--- src/rtl/dom_and_pipe_pkg.sv ---
// Shared constants and index helpers for the N-share DOM AND pipeline.
// Pair slices of r are enumerated (0,1),(0,2),...,(1,2),... in row order.
package dom_pkg;

    localparam int MAX_SHARES = 8;

    function automatic int nr(input int n);
        return n * (n - 1) / 2;
    endfunction

    // Requires i < j; maps the unordered share pair onto its r slice.
    function automatic int pair_idx(input int n, input int i, input int j);
        return i * n - i * (i + 1) / 2 + (j - i - 1);
    endfunction

    function automatic int share_lsb(input int i, input int w);
        return i * w;
    endfunction

endpackage

--- src/rtl/dom_and_pipe_if.sv ---
// Operand/result bundle for dom_and_pipe: input handshake with masked operands
// and randomness, plus the output handshake carrying the result shares.
interface dom_and_pipe_if
    import dom_pkg::*;
#(
    parameter int N_SHARES = 2,
    parameter int WIDTH    = 1
) ();

    localparam int NR = nr(N_SHARES);

    logic                        in_valid;
    logic                        in_ready;
    logic [N_SHARES*WIDTH-1:0]   x;
    logic [N_SHARES*WIDTH-1:0]   y;
    logic [NR*WIDTH-1:0]         r;
    logic                        out_valid;
    logic                        out_ready;
    logic [N_SHARES*WIDTH-1:0]   z;

    modport master (
        output in_valid, x, y, r, out_ready,
        input  in_ready, out_valid, z
    );

    modport slave (
        input  in_valid, x, y, r, out_ready,
        output in_ready, out_valid, z
    );

endinterface

--- src/rtl/dom_and_pipe_cross_reg.sv ---
// One share-domain register slice of the DOM integration stage. The domain tag
// identifies which (i,j) product term this register isolates for probing tools.
module dom_cross_reg
    import dom_pkg::*;
#(
    parameter int WIDTH        = 1,
    parameter int SHARE_DOMAIN = 0
) (
    input  logic             clk,
    input  logic             rst_n,
    input  logic             load,
    input  logic [WIDTH-1:0] d,
    output logic [WIDTH-1:0] q
);

    if (SHARE_DOMAIN < 0 || SHARE_DOMAIN >= MAX_SHARES * MAX_SHARES) begin : g_bad_domain
        $error("dom_cross_reg: share domain tag out of range");
    end

    (* share_domain = SHARE_DOMAIN *) logic [WIDTH-1:0] q_reg;

    always_ff @(posedge clk or negedge rst_n) begin
        if (!rst_n) begin
            q_reg <= '0;
        end else if (load) begin
            q_reg <= d;
        end
    end

    assign q = q_reg;

endmodule

--- src/rtl/dom_and_pipe.sv ---
// WIDTH-bit, N_SHARES-share domain-oriented-masking AND with a valid/ready
// pipeline: registered integration stage, then XOR compression (optionally registered).
module dom_and_pipe
    import dom_pkg::*;
#(
    parameter int N_SHARES = 2,
    parameter int WIDTH    = 1,
    parameter bit REG_OUT  = 1'b0
) (
    input  logic         clk,
    input  logic         rst_n,
    dom_and_pipe_if.slave bus
);

    localparam int SW = N_SHARES * WIDTH;

    if (N_SHARES < 2 || N_SHARES > MAX_SHARES) begin : g_bad_shares
        $error("dom_and_pipe: N_SHARES must lie in 2..8");
    end

    logic [WIDTH-1:0] term [N_SHARES][N_SHARES];
    logic [WIDTH-1:0] t_q  [N_SHARES][N_SHARES];
    logic             s1_valid_reg;
    logic             s1_ready;
    logic             s1_load;
    logic             s2_ready;
    logic [SW-1:0]    comp;

    assign s1_ready    = !s1_valid_reg || s2_ready;
    assign s1_load     = bus.in_valid && s1_ready;
    assign bus.in_ready = s1_ready;

    // Cross terms (i,j) and (j,i) share one fresh mask so it cancels in the unmasked sum.
    for (genvar gi = 0; gi < N_SHARES; gi++) begin : g_row
        for (genvar gj = 0; gj < N_SHARES; gj++) begin : g_col
            if (gi == gj) begin : g_inner
                assign term[gi][gj] = bus.x[share_lsb(gi, WIDTH) +: WIDTH]
                                    & bus.y[share_lsb(gj, WIDTH) +: WIDTH];
            end else begin : g_cross
                localparam int K = pair_idx(N_SHARES, (gi < gj) ? gi : gj, (gi < gj) ? gj : gi);
                assign term[gi][gj] = (bus.x[share_lsb(gi, WIDTH) +: WIDTH]
                                     & bus.y[share_lsb(gj, WIDTH) +: WIDTH])
                                    ^ bus.r[K*WIDTH +: WIDTH];
            end

            dom_cross_reg #(
                .WIDTH        (WIDTH),
                .SHARE_DOMAIN (gi * N_SHARES + gj)
            ) u_cross_reg (
                .clk   (clk),
                .rst_n (rst_n),
                .load  (s1_load),
                .d     (term[gi][gj]),
                .q     (t_q[gi][gj])
            );
        end
    end

    always_ff @(posedge clk or negedge rst_n) begin
        if (!rst_n) begin
            s1_valid_reg <= 1'b0;
        end else if (s1_ready) begin
            s1_valid_reg <= bus.in_valid;
        end
    end

    // Compression only ever combines registered terms.
    always_comb begin
        comp = '0;
        for (int i = 0; i < N_SHARES; i++) begin
            for (int j = 0; j < N_SHARES; j++) begin
                comp[i*WIDTH +: WIDTH] = comp[i*WIDTH +: WIDTH] ^ t_q[i][j];
            end
        end
    end

    if (REG_OUT) begin : g_reg_out
        logic          s2_valid_reg;
        logic [SW-1:0] z_reg;

        assign s2_ready = !s2_valid_reg || bus.out_ready;

        always_ff @(posedge clk or negedge rst_n) begin
            if (!rst_n) begin
                s2_valid_reg <= 1'b0;
                z_reg        <= '0;
            end else begin
                if (s2_ready) begin
                    s2_valid_reg <= s1_valid_reg;
                end
                if (s2_ready && s1_valid_reg) begin
                    z_reg <= comp;
                end
            end
        end

        assign bus.out_valid = s2_valid_reg;
        assign bus.z         = z_reg;
    end else begin : g_comb_out
        assign s2_ready      = bus.out_ready;
        assign bus.out_valid = s1_valid_reg;
        assign bus.z         = comp;
    end

endmodule

--- src/flat_wrapper.sv ---
// flat-port wrapper written by rule: the top's interface ports become plain ports
module dom_and_pipe_flat import dom_pkg::*;
#(
    parameter int N_SHARES = 2,
    parameter int WIDTH    = 1,
    parameter bit REG_OUT  = 1'b0
)
  (clk, rst_n, bus_in_valid, bus_x, bus_y, bus_r, bus_out_ready, bus_in_ready, bus_out_valid, bus_z);
  dom_and_pipe_if #(.N_SHARES(N_SHARES), .WIDTH(WIDTH)) bus_i ();
  input  logic clk;
  input  logic rst_n;
  input wire logic [$bits(bus_i.in_valid)-1:0] bus_in_valid;
  input wire logic [$bits(bus_i.x)-1:0] bus_x;
  input wire logic [$bits(bus_i.y)-1:0] bus_y;
  input wire logic [$bits(bus_i.r)-1:0] bus_r;
  input wire logic [$bits(bus_i.out_ready)-1:0] bus_out_ready;
  output wire logic [$bits(bus_i.in_ready)-1:0] bus_in_ready;
  output wire logic [$bits(bus_i.out_valid)-1:0] bus_out_valid;
  output wire logic [$bits(bus_i.z)-1:0] bus_z;
  assign bus_i.in_valid = bus_in_valid;
  assign bus_i.x = bus_x;
  assign bus_i.y = bus_y;
  assign bus_i.r = bus_r;
  assign bus_i.out_ready = bus_out_ready;
  assign bus_in_ready = bus_i.in_ready;
  assign bus_out_valid = bus_i.out_valid;
  assign bus_z = bus_i.z;
  dom_and_pipe #(.N_SHARES(N_SHARES), .WIDTH(WIDTH), .REG_OUT(REG_OUT)) u_core (.clk(clk), .rst_n(rst_n), .bus(bus_i));
endmodule
--- config.mk ---
export PLATFORM = sky130hd
export DESIGN_NAME = dom_and_pipe_flat
export DESIGN_NICKNAME = d
export VERILOG_FILES = /design/src/rtl/dom_and_pipe_pkg.sv /design/src/rtl/dom_and_pipe_if.sv /design/src/rtl/dom_and_pipe_cross_reg.sv /design/src/rtl/dom_and_pipe.sv /design/src/flat_wrapper.sv
export SDC_FILE = /design/constraint.sdc
export NUM_CORES = 1
export LEC_CHECK = 0
export BUFFER_PORTS_ARGS = -buffer_cell sky130_fd_sc_hd__buf_4
export CAP_MARGIN = 20
export CORE_AREA = 10 10 47 49
export CTS_CLUSTER_DIAMETER = 50
export DETAILED_ROUTE_END_ITERATION = 7
export DIE_AREA = 0 0 57 59
export PLACE_DENSITY_LB_ADDON = 0.15
export SLEW_MARGIN = 20
export SYNTH_ARGS = -nofsm -noshare
export SYNTH_HDL_FRONTEND = slang
export SYNTH_HIERARCHICAL = 1
export SYNTH_SLANG_ARGS = --single-unit
export TNS_END_PERCENT = 10
--- constraint.sdc ---
create_clock -name clk -period 1.78 [get_ports clk]
set_input_delay 0.267 -clock clk [delete_from_list [all_inputs] [get_ports clk]]
set_output_delay 0.267 -clock clk [all_outputs]
set_load 0.005 [all_outputs]
==> results.md <==
- Flop pwr share: 38.6%
- Synth Area per Inst: 13.5 sq um
- Sequential area share after synthesis: 46.5%
- CTS H-tree lvls: 1
- EDFF count, synth: 0
- Area Overhead vs Synth: 54.4%
- Final Skew: 0.00360 ns
- Yosys top cell area share: 46.5%
- NetSw: 87.1 uW
- Final GP Congestion: 0.626
- Drt via density: 3.96
- Area contributors post-synth: dfrtp_1, mux2_4, xnor2_1
- Vias in the first global route: 260
- TritonCTS clock tree: yes
- Bufs on Longest Clock Path: 2
- Pwr dens: 892 mW/mm^2
- Die W: 57 microns
- Worst r2r src: u_core/bus.out_valid
- Worst min-delay path class: in -> reg
- IO Pins: 13
- RSZ-0062 raised after global routing: no
- # diodes: 0
- Die Area: 0.00336 sq mm
- Power Total: 371 uW
- Layout net count: 47
- # placed instances: 48
- Post-synth top cells: dfrtp_1, mux2_4
- Arr. time, crit path: 0.93 ns
- Tcrit/Tclk final: 67.0%
- Yosys warnings: 6
- Post-CTS Hold Fix Bufs: 1
- Initial Utilization: 19.2%
- Drt wl/cell: 11.5 microns
- Largest net degree at the start of global routing: 6
- Synth cell types: 9
- Gr ovfl total: 0
- Row Count: 14
- First-pass GRT wire length: 1010 microns
- First-pass DRT Iterations: 1
- Mapped Area: 269 sq um
- Worst-path clk slew: 0.04 ns
- Most frequent cell after synthesis: dfrtp_1
- DRC Markers: 0
- Max Freq: 0.838 GHz
- Later-pin clock latency in the skew report: 0.24 ns
- Gate power share: 26.5%
- Hold path start: bus_in_valid
- Cts repair resizes: 0
- Layout cells sized above 1: 56.8%
- Net Count, Synth: 29
- Worst Tran Pin Value: 0.121 ns
- Final Slew Violations: 0
- Switch share: 23.5%
- Worst setup path class: reg -> out
- Top FF cell, synth: dfrtp_1
- CP startpoint kind: flop
- Ys async rst share: 100%
- Final WL: 611 microns
- Non-filler cells, final: 53
- Kind of end point of the critical path: output port
- Placeable Area: 0.00140 sq mm
- Post CTS Setup Buffer Count: 0
- TNS Setup: 0 ns
- DP Worst Slack: 0.664 ns
- Max-cap violations: 0
- #FFs+latches synth: 5
- Buffers on Ports: 12
- Antenna violations before repair: 0
- Clock share of power: 35.0%
- Mapped Cells: 20
- Final setup fails: 0
- Largest register FFs: 4
- Cell accounting for the most synthesized area: dfrtp_1
- DRT antenna net count: 0
- Die H: 59 microns
- Slew headroom: 91.9%
- Total CTS buffers: 3
- Hold Vio Cnt, Final: 0
- Pint: 284 uW
- Max FO, Critical Path: 2
- Peak VDD IR: 0.000251 V
- Detailed-route via count: 210
- Total track usage: 4.30%
- DR iter-0 viols: 0
- Final setup margin: 0.587 ns
- Status: finished clean
- Min Clock Period, post-route: 1.19 ns
- Root Driver: clkbuf_4
- Clk sink count: 5
- Critical Path Start: u_core/g_row[1].g_col[1].u_cross_reg/q
- Leakage: 0.000208 uW
- Req. time, crit path: 1.51 ns
-- final cells by class --
cell class | instances | area [sq um]
Sequential cell | 5 | 125
Tap cell | 16 | 20.0
Clock buffer | 4 | 26.3
Multi-Input combinational cell | 15 | 144
Timing Repair Buffer | 13 | 100
Fill cell | 162 | 986
-- critical path, cell delays in order (launching register included) --
cell     delay (ns)
dfrtp_1        0.39
xor2_1         0.16
buf_4          0.13
-- placed cells by master (no fill, tap or decap) --
cell type and instances:
clkbuf_1 1, dlygate4sd3_1 1, nand2b_1 1, clkbuf_4 3, and2_1 2, and2_4 1, buf_4 12, nand2_1 2
nand2b_4 1, mux2_4 4, xnor2_1 2, dfrtp_1 5, xor2_1 2
-- power by group through the flow --
stage,clock network (uW),logic (uW),registers [uW]
CTS,137,101,143
finish,130,98.1,143
floorplan,0,50.1,142
global placement,0,97.6,144
global route,147,106,145
detailed placement,0,99.3,145
-- logic make-up after synthesis --
logic type	synth area share [%]
XOR/XNOR	13.0
AND/OR/NAND/NOR	18.1
multiplexers	22.3
flip-flops	46.5
-- path summary, 6_finish.rpt --
kind	end	slack (ns)	cells after the start
min in group asynchronous	u_core/bus.out_valid	0.37	2
hold / removal	u_core/bus.out_valid	0.23	2
setup / recovery	bus_z[1]	0.59	2
setup reg to reg	u_core/g_row[0].g_col[0].u_cross_reg/q	0.69	3
hold reg to reg	u_core/g_row[1].g_col[0].u_cross_reg/q	0.53	1
max in group asynchronous	u_core/g_row[0].g_col[0].u_cross_reg/q	1.30	2
-- per-layer routing --
layer / part of all wire, % / GRT usage, % / wire [microns] / up-vias
li1: - / - / - / 98
met1: 40 / 3.24 / 242 / 94
met2: 42 / 5.58 / 257 / 14
met3: 11 / 2.58 / 69 / 4
met4: 6.9 / 8.05 / 42 / 0
met5: 0 / 0 / 0 / -
-- stage by stage --
| step | hold slack (ns) | utilization, % | cell area, sq um |
|---|---|---|---|
| floorplan | -0.0286 | - | 269 |
| global placement | 0.0718 | 27.1 | 379 |
| detailed placement | 0.0734 | 27.1 | 379 |
| CTS | 0.220 | 29.6 | 415 |
| global route | 0.230 | 29.6 | 415 |
| finish | 0.226 | 29.6 | 415 |
Note: power is estimated with default switching activity, not from simulation.
